<file path="config.mk">
export PLATFORM = sky130hd
export DESIGN_NAME = rr_arbiter4
export DESIGN_NICKNAME = d
export VERILOG_FILES = /design/src/rtl/rr_arbiter4.sv
export SDC_FILE = /design/constraint.sdc
export NUM_CORES = 1
export LEC_CHECK = 0
export BUFFER_PORTS_ARGS = -buffer_cell sky130_fd_sc_hd__buf_2
export CORE_UTILIZATION = 55
export DETAILED_ROUTE_END_ITERATION = 10
export PLACE_DENSITY = 0.77
export SLEW_MARGIN = 20
export SYNTH_ARGS = -nofsm -noshare
export SYNTH_HDL_FRONTEND = slang
export SYNTH_SLANG_ARGS = --single-unit
</file>
<file path="constraint.sdc">
create_clock -name Clock -period 2 [get_ports Clock]
set_input_delay 0.1 -clock Clock [delete_from_list [all_inputs] [get_ports Clock]]
set_output_delay 0.1 -clock Clock [all_outputs]
set_load 0.02 [all_outputs]
</file>
<file path="src/rtl/rr_arbiter4.sv">
// rr_arbiter4: four-requester round-robin arbiter with bounded tenure.
//
// Shares one resource between four requesters. The owner is held as a registered
// binary code plus a valid flag. The one-hot grant is the 2-to-4 decode of that
// code, with Valid acting as the decoder enable. If an owner keeps requesting for
// HOLD_MAX consecutive cycles while others are waiting, the grant is taken away.
//
// Parameters:
//   HOLD_MAX - maximum consecutive cycles one owner may hold the grant while
//              others are waiting (1..255)
//
// Ports:
//   Clock  - rising-edge clock
//   Reset  - synchronous, active-high reset
//   R      - request vector, R[i] = requester i wants the resource
//   G      - one-hot grant, all zero when Valid is low
//   Code   - binary index of the current owner
//   Valid  - a grant is active
module rr_arbiter4 #(
    parameter int unsigned HOLD_MAX = 8
) (
    input  logic       Clock,
    input  logic       Reset,
    input  logic [3:0] R,
    output logic [3:0] G,
    output logic [1:0] Code,
    output logic       Valid
);

    localparam int unsigned CntW = $clog2(HOLD_MAX + 1);

    typedef enum logic {
        StIdle,
        StOwn
    } state_e;

    state_e          state_q;
    logic [1:0]      ptr_q;
    logic [CntW-1:0] cnt_q;
    logic [1:0]      code_q;
    logic            valid_q;

    logic [3:0]      others;
    logic [3:0]      req_mask;
    logic [1:0]      win;
    logic            at_max;
    logic            own_req;

    // First set bit of mask scanning base, base+1, base+2, base+3 (mod 4).
    // Scanning from the far end lets the closest hit overwrite the result.
    function automatic logic [1:0] pick(input logic [3:0] mask, input logic [1:0] base);
        logic [1:0] idx;
        logic [1:0] res;
        res = base;
        for (int k = 3; k >= 0; k--) begin
            idx = base + 2'(k);
            if (mask[idx]) begin
                res = idx;
            end
        end
        return res;
    endfunction

    always_comb begin
        others   = R & ~(4'b0001 << code_q);
        own_req  = R[code_q];
        // In IDLE every requester competes; while owning, only the others do.
        req_mask = (state_q == StIdle) ? R : others;
        win      = pick(req_mask, ptr_q);
        at_max   = (cnt_q == CntW'(HOLD_MAX));
    end

    always_ff @(posedge Clock) begin
        if (Reset) begin
            state_q <= StIdle;
            ptr_q   <= 2'd0;
            cnt_q   <= '0;
            code_q  <= 2'd0;
            valid_q <= 1'b0;
        end else begin
            unique case (state_q)
                StIdle: begin
                    if (|R) begin
                        state_q <= StOwn;
                        code_q  <= win;
                        valid_q <= 1'b1;
                        cnt_q   <= CntW'(1);
                        ptr_q   <= win + 2'd1;
                    end
                end
                StOwn: begin
                    if ((!own_req || at_max) && (|others)) begin
                        // Release or preempt with someone waiting: hand off, no gap.
                        code_q  <= win;
                        valid_q <= 1'b1;
                        cnt_q   <= CntW'(1);
                        ptr_q   <= win + 2'd1;
                    end else if (!own_req) begin
                        // Code deliberately holds its last value while idle.
                        state_q <= StIdle;
                        valid_q <= 1'b0;
                        cnt_q   <= '0;
                    end else if (!at_max) begin
                        cnt_q <= cnt_q + CntW'(1);
                    end
                end
            endcase
        end
    end

    always_comb begin
        G = 4'b0000;
        if (valid_q) begin
            G[code_q] = 1'b1;
        end
    end

    assign Code  = code_q;
    assign Valid = valid_q;

endmodule

</file>
==> results.py <==
metrics = {
    "clock_tree": {
        "h-tree-depth": 1,
        "cts_tree": "built",
        "clock-sinks": 10,
        "cts_hold_buf": 0,
        "clk-insertion-delay-late_ps": 270,
        "root_buffer": "clkbuf_4",
        "max-clock-path-buffers": 2,
        "cts_made_buffers": 3,
        "clk_pin_slew_ps": 60,
    },
    "pwr": {
        "totalPowerFinal_mw": 1.090,
        "leakage_nw": 0.3831,
        "power.density_nw_per_um2": 1127,
        "ir_drop_mv": 0.8391,
    },
    "sta": {
        "setup_violations": 0,
        "clock_skew_ps": 2.435,
        "max_freq_ghz": 0.5531,
        "finalHoldViolations": 0,
        "finalSetupTns_ps": 0,
        "setup_slack_ps": 192.1,
        "slew_violations": 0,
        "fin_crit_sh_pct": 90.39,
        "tightest_slew_ps": 333.5,
        "rsz0062_at_grt": "no",
        "max_slew_margin_pct": 77.52,
        "min_period_ps": 1808,
    },
    "global_routing": {
        "overflow": 0,
        "grt_pass1_vias": 792,
        "grt_first_pass_wirelength_mm": 3.574,
        "grtUsageTotal_pct": 26.36,
        "antenna_found_initial": 0,
        "grt_max_degree": 12,
    },
    "placed_design": {
        "port_buffers": 12,
        "gp_congestion": 0.8443,
        "place_ws_ps": 51.63,
        "dpl.cell_count": 131,
        "dpl.hpwl_mm": 1.410,
    },
    "floorplan": {
        "ios": 13,
        "fp.dieW_um": 41.62,
        "die_y_um": 41.62,
        "start_util_pct": 62.44,
        "rows": 13,
        "dieArea_sq_um": 1732,
        "core-area_sq_um": 1383,
    },
    "hold_path": {
        "hold_path_depth": 2,
        "min_path_type": "input pin to flip-flop",
    },
    "route": {
        "vias_per_cell": 6.570,
        "drc": 0,
        "met1_length_um": 955,
        "ant_nets": 0,
        "drt-total-wl_mm": 2.009,
        "drtIter0Drc": 26,
        "route.met2.wl_um": 892,
        "wl_per_cell_um": 14.88,
        "wl_met3_um": 133,
        "top_layer_used": "met4",
        "route.vias.total": 887,
        "drt-pass1-iter-count": 4,
    },
    "synthesis": {
        "synth-seq-cells": 10,
        "syn_area_per_cell_sq_um": 8.222,
        "synthFlopType": "dfxtp_1",
        "yosys_warnings": 0,
        "async_flop_share_pct": 0,
        "synth_edf_count": 0,
        "syn_inst": 105,
        "synth.cell_area_sq_um": 863.3,
        "ys_types": 46,
        "yosysSeqAreaShare_pct": 23.19,
        "syn_nets": 113,
    },
    "worst_setup_path": {
        "path_class": "flip-flop to flip-flop",
        "cp-end-kind": "flip-flop",
        "worstPathRequired_ps": 2200,
        "cp.arrival_ps": 2000,
        "cp_max_fo": 11,
        "worst_setup_path_start_kind": "flip-flop",
        "r2r_cells": 6,
    },
    "outcome": {
        "status": "complete, no violations",
    },
    "finish": {
        "drive_gt1_share_pct": 31.67,
        "areaGrowthSynthToFinish_pct": 12.03,
        "utilization_pct": 69.95,
        "n_antenna_cell": 0,
        "nNetsFinal": 129,
        "layoutNonFillerInstCount": 135,
        "fill_cells": 102,
    },
    "flow_run": {
        "drv_cap": 0,
    },
}
per-layer routing:
metal	up-vias	GRT usage, %
met5	-	0
met3	4	7.391
met1	422	36.86
met4	0	7.742
li1	427	-
met2	34	39.38
sequential cells by signal, indices dropped and copies added, names as in the netlist:
register,cells
ptr_q,2
Code,2
cnt_q,4
state_q,1
Valid,1
repair_timing:
action	in CTS	in global routing
resized for setup	0	4
buffers inserted	0	0
endpoints found under the setup margin	0	7
report_power, final:
part	switching [mW]	total, mW	internal [mW]
Clock	0.0737	0.184	0.111
Sequential	0.0898	0.337	0.247
Combinational	0.320	0.569	0.249
Total	0.483	1.09	0.607
critical path: stages, from the launching register on:
cell and delay (ps):
dfxtp_2 480, xor2_2 200, o221ai_1 210, a311o_2 400, nand4_1 130, xnor2_1 100
a211oi_2 210
logic make-up (layout without fill, tap and decap cells):
family,Yosys count,count (layout),synth area share [%]
and+or+nand+nor,45,45,28.84
DFF,10,10,23.19
buffers and inverters,11,26,8.261
xor gates and xnor gates,2,2,2.899
AOI/OAI and AO/OA,31,31,27.68
muxes,4,4,6.232
adders and majority gates,2,2,2.898
final timing paths:
kind                               from        to  slack (ps)
worst min-delay path              Reset   Code[1]         120
worst max-delay path            Code[0]  ptr_q[1]         190
worst max register to register  Code[0]  ptr_q[1]         190
worst min register to register  Code[1]   Code[1]         510
synth_stat cells (all sizes together) (2+ instances only):
master  instances  area, sq um
a211oi          3        27.52
a21oi           6        30.03
a311oi          3        26.28
a31oi           2        12.51
buf             5        48.80
dfxtp          10        200.2
ha              2        25.02
inv             6        22.52
mux2i           2        20.02
nand2          10        45.04
nand3           4        20.02
nand3b          3        22.52
nand4           3        18.77
nor2           12        50.05
nor3            3        15.01
nor3b           3        22.52
o21ai           6        30.03
through the flow:
stage	area [sq um]	hold WS, ps
after floorplan	863.3	271.3
after CTS	959.7	117.1
after global routing	967.2	123.8
after detailed placement	923.4	405.2
after global placement	923.4	404.6
final	967.2	119.8
cell usage in the layout (no fill, tap or decap), types with 2 or more instances in the layout:
cell type / count
buf_2: 12
nor2_1: 10
nand2_1: 9
dfxtp_1: 7
inv_1: 6
a21oi_1: 6
o21ai_0: 4
nand3_1: 4
buf_4: 4
dfxtp_2: 3
nor3b_1: 3
nand3b_1: 3
a311oi_1: 3
nand4_1: 3
nor3_1: 3
clkbuf_4: 3
mux2i_1: 2
nor2_2: 2
a31oi_1: 2
a211oi_1: 2
ha_1: 2
layout make-up:
cell class	instances	area, sq um	share of cell area (%)
multi-input combinational	84	595.6	61.58
sequential	10	203.9	21.09
timing repair buffer	16	90.09	9.314
clock buffer	4	36.28	3.752
inverter	6	22.52	2.329
tap	15	18.77	1.940
Note: power is estimated with default switching activity, not from simulation.
